--- src/rtl/mips_control_unit.sv ---
// Main + ALU decoder for the single-cycle MIPS datapath.
// Ports: clk, rst, Opcode, Funct in; control strobes, ALUControl, IllegalInstr out.
module mips_control_unit (
  input  logic       clk,
  input  logic       rst,
  input  logic [5:0] Opcode,
  input  logic [5:0] Funct,
  output logic [2:0] ALUControl,
  output logic       MemtoReg,
  output logic       MemtoWrite,
  output logic       Branch,
  output logic       AluSrc,
  output logic       RegDst,
  output logic       RegWrite,
  output logic       Jump,
  output logic       IllegalInstr
);

  logic [1:0] alu_op;
  logic       reg_write_main;
  logic       main_bad;
  logic       funct_bad;
  logic       illegal;

  always_comb begin
    reg_write_main = 1'b0;
    RegDst         = 1'b0;
    AluSrc         = 1'b0;
    Branch         = 1'b0;
    MemtoWrite     = 1'b0;
    MemtoReg       = 1'b0;
    Jump           = 1'b0;
    alu_op         = 2'b00;
    main_bad       = 1'b0;
    case (Opcode)
      6'b100011: begin
        reg_write_main = 1'b1;
        AluSrc         = 1'b1;
        MemtoReg       = 1'b1;
      end
      6'b101011: begin
        AluSrc     = 1'b1;
        MemtoWrite = 1'b1;
      end
      6'b000000: begin
        reg_write_main = 1'b1;
        RegDst         = 1'b1;
        alu_op         = 2'b10;
      end
      6'b000100: begin
        Branch = 1'b1;
        alu_op = 2'b01;
      end
      6'b001000: begin
        reg_write_main = 1'b1;
        AluSrc         = 1'b1;
      end
      6'b000010: Jump = 1'b1;
      // Unknown or X/Z opcodes fall here, so strobes stay 0.
      default: main_bad = 1'b1;
    endcase
  end

  always_comb begin
    ALUControl = 3'b010;
    funct_bad  = 1'b0;
    case (alu_op)
      2'b00: ALUControl = 3'b010;
      2'b01: ALUControl = 3'b100;
      2'b10: begin
        case (Funct)
          6'b100000: ALUControl = 3'b010;
          6'b100010: ALUControl = 3'b100;
          6'b101010: ALUControl = 3'b110;
          6'b011100: ALUControl = 3'b101;
          6'b100100: ALUControl = 3'b000;
          6'b100101: ALUControl = 3'b001;
          default: begin
            ALUControl = 3'b010;
            funct_bad  = 1'b1;
          end
        endcase
      end
      default: ALUControl = 3'b010;
    endcase
  end

  // A bad R-type funct must not commit a register write.
  assign RegWrite = reg_write_main & ~funct_bad;
  assign illegal  = main_bad | funct_bad;

  always_ff @(posedge clk or posedge rst) begin
    if (rst)
      IllegalInstr <= 1'b0;
    else if (illegal)
      IllegalInstr <= 1'b1;
  end

endmodule

--- config.mk ---
export PLATFORM = sky130hd
export DESIGN_NAME = mips_control_unit
export DESIGN_NICKNAME = d
export VERILOG_FILES = /design/src/rtl/mips_control_unit.sv
export SDC_FILE = /design/constraint.sdc
export NUM_CORES = 1
export LEC_CHECK = 0
export BUFFER_PORTS_ARGS = -buffer_cell sky130_fd_sc_hd__buf_2
export CELL_PAD_IN_SITES_DETAIL_PLACEMENT = 0
export CELL_PAD_IN_SITES_GLOBAL_PLACEMENT = 1
export CORE_MARGIN = 5
export CORE_UTILIZATION = 21
export DETAILED_ROUTE_END_ITERATION = 10
export GPL_TIMING_DRIVEN = 0
export PLACE_DENSITY_LB_ADDON = 0.1
export SYNTH_ARGS = -nofsm -noshare
export SYNTH_HDL_FRONTEND = slang
export SYNTH_SLANG_ARGS = --single-unit
--- constraint.sdc ---
create_clock -name clk -period 2.24 [get_ports clk]
set_input_delay 0.672 -clock clk [delete_from_list [all_inputs] [get_ports clk]]
set_output_delay 0.672 -clock clk [all_outputs]
set_load 0.01 [all_outputs]
==> impl_metrics.toml <==
[critical_path]
r2r_start = "IllegalInstr"
crit_path_max_fanout = 3
startpoint = "Opcode[1]"
r2r_cells = 2
worstPathCellList = "buf_8 > nor3_4 > and3_4 > inv_4 > ha_4 > nand3b_1 > o21ai_2 > buf_2"
worstPathArrival_ns = 1.87
critical_path_class = "input pin to output port"
crit_slowest_cell = "and3_4"
slowest_delay_ns = 0.25
cp.required_ns = 1.57
cp-start-kind = "input pin"
worstSetupEndpointType = "output port"

[timing]
finClkSkew_ns = 0
hold_ws_ns = 0.475
setup_viol = 5
min_period_ns = 2.54
setup_tns_ns = -1.30
timing.slew.headroom_pct = 82.6
worst_pin_slew_ns = 0.261
fmaxAchievable_ghz = 0.394
finalHoldViolCount = 0
rsz0062_at_grt = "yes"
setup_ws_ns = -0.297
timing.final.crit_share_pct = 113
slew_viol_final = 0

[place]
place.gp.congestion = 0.706
hpwl_um = 890
io_buffers = 24

[detailed_routing]
ant_nets = 0
firstDrtPassIters = 3
drt-initial-drc-count = 1
route.detailed.wl_per_inst_um = 12.0
finalWirelength_mm = 1.13
drc = 0
vias_per_cell = 5.06
vias = 476

[finish]
diodes = 0
top_regs = "IllegalInstr: 1 flops"
drive_gt1_share_pct = 62.8
largest_register_ffs = 1
nets = 97
regMostFlops = "IllegalInstr"
final_common_cell = "buf_2"
fill_cells = 165
area_delta_synth_final_pct = 93.9
final_cell_mix = "buf_2, nor2_1, buf_4"

[clock_tree]
cts_hold_buf = 0
clk_latency_ns = 0
clkTransAtPathRegs_ns = 0

[synth]
synth_area_um2 = 327
syn_avg_cell_area_um2 = 6.95
synthFlopType = "dfrtp_1"
ys_warn_count = 0
synth_seq_cells = 1
synthArstFlopShare_pct = 100
synth.distinct_cells = 27
synth-edff-count = 0
synth-seq-area-share_pct = 7.66
syn_nets = 64
syn_inst = 47

[outcome]
status = "complete, but fails checks"
violations = "setup timing"

[job]
maxCapViolations = 0

[floorplanning]
die_width_um = 49.4
initial_core_util_pct = 21.9
ios = 25
core-area_mm2 = 0.00149
die_y_um = 49.4
fp.dieArea_mm2 = 0.00244
rows = 14

[min_path]
hold_class = "flop to flop"
min_from = "IllegalInstr"
whs_path_depth = 2

[global_route]
grt_usage_pct = 9.18
grt_max_degree = 8
grt_pass1_vias = 455
antenna_found_initial = 0
grt_overflow = 0
grt_pass1_wl_mm = 1.96

[power]
p_leak_uw = 0.000282
ir_worst_vdd_mv = 0.0522
power.density_mw_per_mm2 = 127
-- worst max-delay path: cells and delay by family --
kind            cells  cell delay, ns
compound gates      1            0.10
buf+inv             3            0.27
fa+ha+maj           1            0.25
simple gates        3            0.55
-- where the power goes --
group	internal, uW	switching, uW
sequential	18.4	0
combinational	31.3	30.4
clock	0	0
total	49.7	30.4
-- path summary, 6_finish.rpt --
| path | endpoint | slack (ns) |
|---|---|---|
| min in group asynchronous | IllegalInstr | 0.51 |
| worst max register to register | IllegalInstr | 1.56 |
| worst max-delay path | ALUControl[2] | -0.30 |
| worst min register to register | IllegalInstr | 0.48 |
| worst min-delay path | IllegalInstr | 0.48 |
| max in group asynchronous | IllegalInstr | 1.65 |
-- cell families (layout without fill, tap and decap cells) --
kind of cell	count (synthesis)	in the layout	synth area share (%)
buffers and inverters	4	35	4.60
AOI/OAI and AO/OA	11	11	22.2
adders and majority gates	3	3	11.5
DFF	1	1	7.66
and+or+nand+nor	28	28	54.0
-- per-stage QoR --
stage	utilization (%)	worst slack (ns)	power [uW]	instance area (um2)	cells
after floorplan	-	-0.0822	40.6	364	47
after global placement	33.9	-0.399	66.3	504	87
after detailed placement	33.9	-0.394	66.2	504	87
after CTS	41.3	-0.290	78.6	614	93
after global routing	42.5	-0.380	86.5	633	94
final	42.5	-0.297	80.1	633	94
-- timing repair --
item	4_1_cts	5_1_grt
pin swaps	8	2
resized for setup	14	4
endpoints found under the setup margin	5	7
setup buffers	6	2
-- cell type report --
type                    instances  area, um2  area share (%)
inverters                       4       17.5            2.77
flip-flops and latches          1       25.0            3.95
multi-input cells              42        374            59.1
well taps                      16       20.0            3.16
repair buffers                 31        196            31.0
-- routing by layer --
layer | up-vias | track usage [%] | routed length, um | part of all wire (%)
met3 | 0 | 2.45 | 122 | 11
li1 | 239 | - | - | -
met2 | 19 | 17.0 | 525 | 46
met5 | - | 0 | 0 | 0
met4 | 0 | 0 | 0 | 0
met1 | 218 | 11.1 | 483 | 43
-- synthesized netlist by cell type (all sizes together), types with 2 or more instances --
library cell,instances,share of area (%)
a21oi,3,4.6
and3,2,3.8
ha,3,11
inv,4,4.6
nand2,2,2.3
nand3,2,3.1
nor2,6,6.9
nor2b,3,5.7
nor3,3,4.6
o21ai,3,5.7
or4b,3,10
No activity file was read; power rests on OpenSTA's default activity.
